`config.mk`:
```
export PLATFORM = sky130hd
export DESIGN_NAME = bpb_update_ctrl
export DESIGN_NICKNAME = d
export VERILOG_FILES = /design/src/rtl/bpb_pkg.sv /design/src/rtl/bpb_fifo.sv /design/src/rtl/bpb_update_ctrl.sv
export SDC_FILE = /design/constraint.sdc
export NUM_CORES = 1
export LEC_CHECK = 0
export ABC_AREA = 1
export ABC_CLOCK_PERIOD_IN_PS = 1550
export CAP_MARGIN = 10
export CORE_ASPECT_RATIO = 0.75
export CORE_MARGIN = 2
export CORE_UTILIZATION = 25
export DETAILED_ROUTE_END_ITERATION = 10
export GPL_TIMING_DRIVEN = 0
export RECOVER_POWER = 25
export SLEW_MARGIN = 30
export SYNTH_ARGS = -nofsm -noshare
export SYNTH_HDL_FRONTEND = slang
export SYNTH_SLANG_ARGS = --single-unit
```
`constraint.sdc`:
```
create_clock -name clk -period 1.55 [get_ports clk]
set_clock_uncertainty 0.1 [all_clocks]
set_input_delay 0.31 -clock clk [delete_from_list [all_inputs] [get_ports clk]]
set_output_delay 0.31 -clock clk [all_outputs]
set_load 0.03 [all_outputs]
```
`src/rtl/bpb_pkg.sv`:
```
// Shared branch-predictor types and constants used by the table update path.
package bpb_pkg;
  // Default table index width; table size is 2**BPB_T_DEF entries.
  localparam int BPB_T_DEF = 4;

  typedef logic [31:0]          Word;
  typedef logic [BPB_T_DEF-1:0] Index;

  typedef struct packed {
    Word  pc;
    logic taken;
  } UpdEntry;

  typedef enum logic {
    SWEEP = 1'b0,
    RUN   = 1'b1
  } UpdState;

  // Counter value written by a clear (weakly not-taken).
  localparam logic [1:0] CNT_INIT = 2'b01;
endpackage

```
`src/rtl/bpb_fifo.sv`:
```
// Circular FIFO of branch resolutions; pointers carry a wrap bit to tell full from empty.
module bpb_fifo
  import bpb_pkg::*;
#(
  parameter int DEPTH = 4
) (
  input  logic    clk,
  input  logic    reset,
  input  logic    clear,
  input  logic    push,
  input  UpdEntry din,
  input  logic    pop,
  output UpdEntry dout,
  output logic    empty,
  output logic    full
);
  localparam int AW = $clog2(DEPTH);

  UpdEntry        mem [DEPTH];
  logic [AW:0]    wr_ptr;
  logic [AW:0]    rd_ptr;

  assign empty = (wr_ptr == rd_ptr);
  assign full  = (wr_ptr[AW] != rd_ptr[AW]) && (wr_ptr[AW-1:0] == rd_ptr[AW-1:0]);
  assign dout  = mem[rd_ptr[AW-1:0]];

  always_ff @(posedge clk or negedge reset) begin
    if (!reset) begin
      wr_ptr <= '0;
      rd_ptr <= '0;
    end else if (clear) begin
      wr_ptr <= '0;
      rd_ptr <= '0;
    end else begin
      if (push && !full)  wr_ptr <= wr_ptr + 1'b1;
      if (pop  && !empty) rd_ptr <= rd_ptr + 1'b1;
    end
  end

  always_ff @(posedge clk) begin
    if (push && !full && !clear) mem[wr_ptr[AW-1:0]] <= din;
  end
endmodule

```
`src/rtl/bpb_update_ctrl.sv`:
```
// Predictor table update sequencer: clears every index after reset/flush, then
// drains queued branch resolutions into the single table write port.
module bpb_update_ctrl
  import bpb_pkg::*;
#(
  parameter int BPB_T = BPB_T_DEF,
  parameter int DEPTH = 4
) (
  input  logic             clk,
  input  logic             reset,
  input  logic             flush,
  input  logic             res_valid,
  output logic             res_ready,
  input  logic [31:0]      res_pc,
  input  logic             res_taken,
  input  logic             res_miss,
  output logic             wr_en,
  output logic             wr_clear,
  output logic [BPB_T-1:0] wr_index,
  output logic             wr_taken,
  output logic             pred_en,
  output logic             busy,
  output logic [15:0]      miss_count
);
  // Handshake: a resolution transfers on a clock edge where res_valid && res_ready;
  // res_ready never depends on res_valid.

  UpdState          state, state_nxt;
  logic [BPB_T-1:0] sweep_idx, sweep_nxt;
  UpdEntry          head, din;
  logic             fifo_empty, fifo_full;
  logic             push, pop;
  logic             unused_pc;

  assign din       = '{pc: res_pc, taken: res_taken};
  assign res_ready = reset && !fifo_full && !flush;
  assign push      = res_valid && res_ready;
  assign pop       = (state == RUN) && !fifo_empty;
  assign unused_pc = ^{head.pc[31:BPB_T+2], head.pc[1:0]};

  assign pred_en = (state == RUN);
  assign busy    = (state == SWEEP);

  bpb_fifo #(.DEPTH(DEPTH)) u_fifo (
    .clk   (clk),
    .reset (reset),
    .clear (flush),
    .push  (push),
    .din   (din),
    .pop   (pop),
    .dout  (head),
    .empty (fifo_empty),
    .full  (fifo_full)
  );

  always_ff @(posedge clk or negedge reset) begin
    if (!reset) begin
      state     <= SWEEP;
      sweep_idx <= '0;
    end else begin
      state     <= state_nxt;
      sweep_idx <= sweep_nxt;
    end
  end

  always_comb begin
    state_nxt = state;
    sweep_nxt = sweep_idx;
    wr_en     = 1'b0;
    wr_clear  = 1'b0;
    wr_index  = '0;
    wr_taken  = 1'b0;
    if (flush) begin
      state_nxt = SWEEP;
      sweep_nxt = '0;
    end else if (state == SWEEP) begin
      sweep_nxt = sweep_idx + 1'b1;
      if (sweep_idx == '1) state_nxt = RUN;
    end
    // Outputs are gated by reset so nothing is written while reset is held.
    if (reset) begin
      if (state == SWEEP) begin
        wr_en    = 1'b1;
        wr_clear = 1'b1;
        wr_index = sweep_idx;
      end else if (!fifo_empty) begin
        wr_en    = 1'b1;
        wr_index = head.pc[BPB_T+1:2];
        wr_taken = head.taken;
      end
    end
  end

  always_ff @(posedge clk or negedge reset) begin
    if (!reset) begin
      miss_count <= '0;
    end else if (push && res_miss && (miss_count != 16'hFFFF)) begin
      miss_count <= miss_count + 16'd1;
    end
  end
endmodule

```
* Yosys cells after proc, flatten, opt, wreduce, memory -nomap -nowiden
Memory sizes are Yosys's and may differ from the RTL's.
Index checks and enable logic that the tools add are counted.
** Word-level totals
- Memory bits (writable) :: 132
- Bits in registers :: 27
- Input port bits :: 38
- Logic and storage cells :: 54
- Memories :: 1
- Output and inout bits :: 26
** Operators by class
- Bitwise operators :: 1
- Add/subtract/negate cells :: 4
- Equality and inequality tests :: 6
- Reductions and logical operators :: 15
- Mux-type cells :: 22
** Memories
- u_fifo.mem :: depth 4, bits a word 33, read ports 1, clocked after memory_dff 0, wr ports 1, RTL line bpb_fifo.sv:19 : UpdEntry mem [DEPTH];
** Operators with widths (number)
- two-way mux 4 bit :: 5
- adder 16 x 1 -> 16 bit, second input constant :: 1
- inequality test 16 bit, second input constant :: 1
- two-way mux 1 bit :: 13
- two-way mux 3 bit :: 4
- logical AND 1 bit :: 10
- adder 3 x 1 -> 3 bit, second input constant :: 2
- adder 4 x 1 -> 4 bit, second input constant :: 1
- equality test 4 bit, second input constant :: 1
- nonzero test 2 bit :: 2
- equality test 3 bit :: 1
- zero test 1 bit :: 3
- equality test 2 bit :: 1
- inequality test 2 bit, second input constant :: 1
- inequality test 1 bit :: 1
- NOT 1 bit :: 1

* Longest topological paths before layout
- Depth in word-level cells :: 10
- Depth in mapped cells :: 9
- Gate-level depth less buffers :: 9

* Hierarchy
Synthesis repeated with hierarchy kept, for this count alone.
** Second synthesis, totals
- Cells, all modules :: 579
- Area, all modules :: 6776.5 µm²
** By module, submodules not included
- bpb_fifo :: area each 5376.4 µm², times used 1, sequential area each 4113.9 µm², cells each 383
- bpb_update_ctrl :: area each 1400.1 µm², times used 1, sequential area each 525.5 µm², cells each 196

* Worst setup path after synthesis
No wires, ideal clock.
- Kind :: reg2out
- Start point :: register state, in the netlist pred_en
- End point :: output port wr_taken
- Buffers on the path :: 1
- Cell stages (with the launch flop) :: 4
- Data required time :: 1.140 ns
- Slack :: -0.556 ns
- Arrival :: 1.696 ns
- Cells stage by stage :: dfrtp_1 > clkbuf_1 > nand2_1 > a211oi_1
** On the way
- Longest elaborated chain between the ends :: 2
** RTL lines
- start: declaration :: RTL line bpb_update_ctrl.sv:28 : UpdState state, state_nxt;
- start signal: assignment :: RTL line bpb_update_ctrl.sv:61 : state <= state_nxt;
- two-way mux 1 bit :: RTL line bpb_update_ctrl.sv:82 : if (state == SWEEP) begin
- two-way mux 1 bit :: RTL line bpb_update_ctrl.sv:81 : if (reset) begin
- end: declaration :: RTL line bpb_update_ctrl.sv:20 : output logic wr_taken,
Every way passes these cells.

* Worst setup path after layout
- Start point :: register u_fifo.rd_ptr[0]
- End point :: output port wr_taken
** On the way
- Longest elaborated chain between the ends :: 4
- Elaborated cells between the ends (all ways) :: 5
- Classes of those cells :: 1 x eq/ne; 3 x mux; 1 x memory
** RTL lines
- start: declaration :: RTL line bpb_fifo.sv:21 : logic [AW:0] rd_ptr;
- start signal: assignment :: RTL line bpb_fifo.sv:36 : if (pop && !empty) rd_ptr <= rd_ptr + 1'b1;
- memory (4 x 33 bit) or equality test 3 bit (tied branches)
- two-way mux 1 bit (*) :: RTL line bpb_update_ctrl.sv:86 : end else if (!fifo_empty) begin
- two-way mux 1 bit (*) :: RTL line bpb_update_ctrl.sv:82
- two-way mux 1 bit (*) :: RTL line bpb_update_ctrl.sv:81
Every way passes the cells marked *; elsewhere a longest branch is shown, timed or not.

==> results by stage <==
Run status:
- The flow ran to the end, but the final reports show violations.
- The final reports fail on negative setup slack.

Detailed routing:
- After detailed routing, the average wire length per cell comes to 14.7 um.
- After detailed routing, the number of vias per cell comes to 4.62.
- The total via count in the routed design is 2413.
- The total routed wirelength is 7680 um.
- The first detailed-routing pass took 4 iterations.
- Once detail routing completed, the nets flagged for antenna violations numbered 0.
- In the routed design, unresolved DRC markers number 0.
- The DRC violation total after the first TritonRoute iteration is 166.

Synth:
- The register bit total from synthesis is 47.
- The cell count after synthesis is 304.
- The average footprint of a synthesized cell is approximately 8.6 um2.
- The number of warnings issued by yosys is 0.
- Synthesis produced a netlist with a net count of 349.
- The number of library cell types mapped by synthesis is 30.
- The post-synthesis sequential area ratio is 0.489.
- The mapped netlist covers between 0.002 and 0.003 mm2.

Critical path:
- The critical path's top delay family is flip-flops.
- The worst register-to-register path ends at miss_count[0]$_DFFE_PN0P_.
- The worst setup path is captured at a primary output.
- Data on the critical path arrives at its endpoint at 1.63 ns.
- Traced cell by cell, the critical path runs through clkinv_4 > nand2_4 > nand2_4 > nand4_4 > nand2_4 > a211oi_4 > buf_6.
- The worst setup path is launched from a register.
- The startpoint identified for the worst register-to-register timing path is u_fifo.rd_ptr[0]$_DFFE_PN0P_.
- The flop-to-flop setup slack is -0.27 ns.
- Counting both buffers and inverters, the worst setup path holds a total of 2.
- The cell occurring most often along the worst timing path is sky130_fd_sc_hd__nand2_4.
- The slowest cell on the critical path is sky130_fd_sc_hd__dfrtp_2.
- For this run, the slowest stage of the critical path takes between 0.4 and 0.5 ns.
- The data required time of the worst path is between 1 and 1.5 ns.
- For the worst flop-to-flop path, the logic depth is 10.
- The critical path is of the register to primary output type.
- The biggest fanout along the worst timing path is 8.

Timing:
- The count of final hold-check violations is 0.
- The routed design could run at a clock period as short as 2.04 ns.
- The max-slew violation total from the final report came to 0.
- The worst setup slack after layout is -0.487 ns.
- The worst pin sits at a relative slew slack of 0.577.
- Setup repair after global routing could not meet its margin everywhere.
- The maximum clock frequency is 491 MHz.
- The pin slew with the least headroom to its limit is roughly 0.63 ns.
- The count of endpoints failing setup in the final report is 47.
- In the finished design, the share of the clock period the worst path needs comes to 1.31.

Global route:
- The total global routing overflow is 0.
- The via count of the first global-routing pass is 2457.
- The initial antenna violation count is 0.
- Entering global routing, the biggest net connects 16 pins.
- The global-route usage over all layers is 0.139.
- The first-pass GRT wire length is 12300 um.

Die:
- For this configuration, the core starts out at a cell density of 0.256.
- The die height is 92.5 um.
- The number of core rows is 32.
- The floorplan step set the die width to about 120 um.
- The area enclosed by the die boundary is around 0.011 mm2.
- In this run the count of I/O pins placed on the die edge is 64.
- After floorplanning, the core was sized to cover 0.0102 mm2.

Cells and area:
- The total inserted antenna cells is 0.
- The final layout contains 430 nets.
- The library cells used most frequently in the layout, excluding fill and tap cells, are sky130_fd_sc_hd__nand2_1, sky130_fd_sc_hd__inv_1, sky130_fd_sc_hd__nor2_1.
- Leaving out fill and tap cells, the most frequent cell in the layout is sky130_fd_sc_hd__nand2_1.
- For this run, the share of the core covered by cells in the final layout is 0.403.
- The area added between synthesis and finish is 57.8%.
- The finished layout holds 522 standard cells, fillers aside.
- Of the cells placed in the final design, the portion with a size suffix greater than 1 is 0.355.

Pwr:
- The power density normalized to cell area is 695 mW/mm2.
- The static leakage is 1.84 nW.
- IR analysis of the VDD net gives a maximum drop of ~0.37 mV.

Clock network:
- The clock transition at the registers of the reported paths is 0.07 ns.
- The cell at the root of the clock tree is sky130_fd_sc_hd__clkbuf_16.
- Clock tree synthesis inserted a total of 5 buffers.
- The clock sink count is 47.
- Clock latency on the worst-skew pair, taken at its later pin, is 0.28 ns.
- The deepest clock path buffer count is 2.
- The H-tree generated during clock tree synthesis spans 2 levels.
- TritonCTS built the clock tree.

Place:
- Input and output buffers added on the ports amount to 35.
- The congestion estimate from routability-driven global placement came to 0.829.
- After legalization and detailed placement, the total HPWL measured about 4600 um.
- After detailed placement, the design holds a cell count of 476.

Hold path:
- The tightest min-delay check is of the input port to async pin type.

Run:
- The max-capacitance violation count is 0.
==> where the power goes <==
| part | internal (mW) | switching [mW] |
|---|---|---|
| combinational | 0.138 | 0.175 |
| sequential | 1.32 | 0.0138 |
| clock | 0.762 | 0.458 |
| total | 2.22 | 0.646 |
==> repair_timing <==
item,in CTS,in global routing
gates resized for setup,144,37
endpoints found under the hold margin,6,0
hold buffers,3,0
endpoints found under the setup margin,67,57
setup buffers,27,6
gates cloned,5,0
pin swaps,22,20
==> kinds of logic after synthesis <==
| kind of cell | Yosys count | synth area share |
|---|---|---|
| buffers and inverters | 53 | 0.0839 |
| adder cells (fa/ha/maj) | 7 | 0.0336 |
| AND/OR/NAND/NOR | 145 | 0.268 |
| AO/OA/AOI/OAI | 47 | 0.109 |
| flip-flops | 47 | 0.489 |
| XOR/XNOR | 5 | 0.0168 |
==> metal layers <==
| metal | GRT usage | vias up | routed length (um) |
|---|---|---|---|
| li1 | - | 1165 | - |
| met1 | 0.186 | 1187 | 3580 |
| met2 | 0.234 | 54 | 3760 |
| met3 | 0.0234 | 7 | 240 |
| met4 | 0.0383 | 0 | 89 |
| met5 | 0 | - | 0 |
==> per-stage QoR <==
step	cell area [um2]	hold slack [ns]	setup slack (ns)	total power, mW	TNS, ns
6_report	4120	0.378	-0.487	2.86	-12.52
5_1_grt	4120	0.397	-0.560	2.96	-16.59
4_1_cts	4010	0.380	-0.478	2.87	-13.89
3_5_place_dp	3320	0.0730	-1.17	1.57	-39.78
3_3_place_gp	3300	0.438	-2.85	1.56	-134.09
2_1_floorplan	2780	-0.0856	-0.0842	1.47	-1.90
==> cells in the mapped netlist <==
cell | instances | share of area
sky130_fd_sc_hd__ha_1 | 7 | 0.034
sky130_fd_sc_hd__nand3_4 | 2 | 0.013
sky130_fd_sc_hd__buf_8 | 1 | 0.0058
sky130_fd_sc_hd__nand4_2 | 2 | 0.0096
sky130_fd_sc_hd__a31oi_1 | 1 | 0.0024
sky130_fd_sc_hd__dfrtp_1 | 27 | 0.26
sky130_fd_sc_hd__nand3_1 | 30 | 0.058
sky130_fd_sc_hd__xor2_1 | 5 | 0.017
sky130_fd_sc_hd__nand2_1 | 59 | 0.085
sky130_fd_sc_hd__buf_6 | 1 | 0.0043
sky130_fd_sc_hd__edfxtp_1 | 20 | 0.23
sky130_fd_sc_hd__o21bai_1 | 16 | 0.046
sky130_fd_sc_hd__a21oi_1 | 4 | 0.0077
sky130_fd_sc_hd__nor2_1 | 37 | 0.053
sky130_fd_sc_hd__nor3_1 | 3 | 0.0058
sky130_fd_sc_hd__inv_2 | 1 | 0.0014
sky130_fd_sc_hd__nor2_4 | 1 | 0.0043
sky130_fd_sc_hd__o21ai_0 | 21 | 0.040
sky130_fd_sc_hd__inv_1 | 44 | 0.063
sky130_fd_sc_hd__nor2_8 | 1 | 0.0077
sky130_fd_sc_hd__clkinv_1 | 2 | 0.0029
sky130_fd_sc_hd__nand2_2 | 2 | 0.0048
sky130_fd_sc_hd__and3_1 | 1 | 0.0024
sky130_fd_sc_hd__o22ai_1 | 4 | 0.0096
sky130_fd_sc_hd__nand3_2 | 1 | 0.0038
sky130_fd_sc_hd__a211oi_1 | 1 | 0.0029
sky130_fd_sc_hd__nand4_4 | 1 | 0.0082
sky130_fd_sc_hd__nand4_1 | 5 | 0.012
sky130_fd_sc_hd__buf_2 | 1 | 0.0019
sky130_fd_sc_hd__clkbuf_1 | 3 | 0.0043
==> worst reg2reg max path, delay by kind of cell (launching register included) <==
family,cells,cell delay (ns)
AOI/OAI and AO/OA,1,0.14
and+or+nand+nor,5,0.46
DFF,1,0.46
buffers and inverters,4,0.54
==> area by class of cell <==
class | instances | area (um2)
flip-flops and latches | 47 | 1290
clock buffers | 6 | 129
inverters | 47 | 193
plain buffers | 6 | 92.6
clock inverters | 2 | 37.5
fillers | 976 | 6090
repair buffers | 74 | 761
multi-input cells | 204 | 1450
well taps | 136 | 170
==> how the worst max path moves through the flow <==
stage / from / to / slack, ns / cells after the start
floorplan: miss_count[1]$_DFFE_PN0P_ / miss_count[9]$_DFFE_PN0P_ / -0.08 / 9
global placement: reset / res_ready / -2.85 / 6
detailed placement: reset / res_ready / -1.17 / 7
CTS: u_fifo.rd_ptr[0]$_DFFE_PN0P_ / wr_index[3] / -0.48 / 7
global route: u_fifo.rd_ptr[0]$_DFFE_PN0P_ / wr_taken / -0.56 / 7
finish: u_fifo.rd_ptr[0]$_DFFE_PN0P_ / wr_taken / -0.49 / 7
==> registers in the layout, summed over array words and instances (netlist names) <==
| signal | cells |
|---|---|
| sweep_idx | 4 |
| u_fifo.wr_ptr | 3 |
| pred_en | 1 |
| u_fifo.rd_ptr | 3 |
| miss_count | 16 |
| u_fifo.mem | 20 |
(Power assumes the default switching activity.)
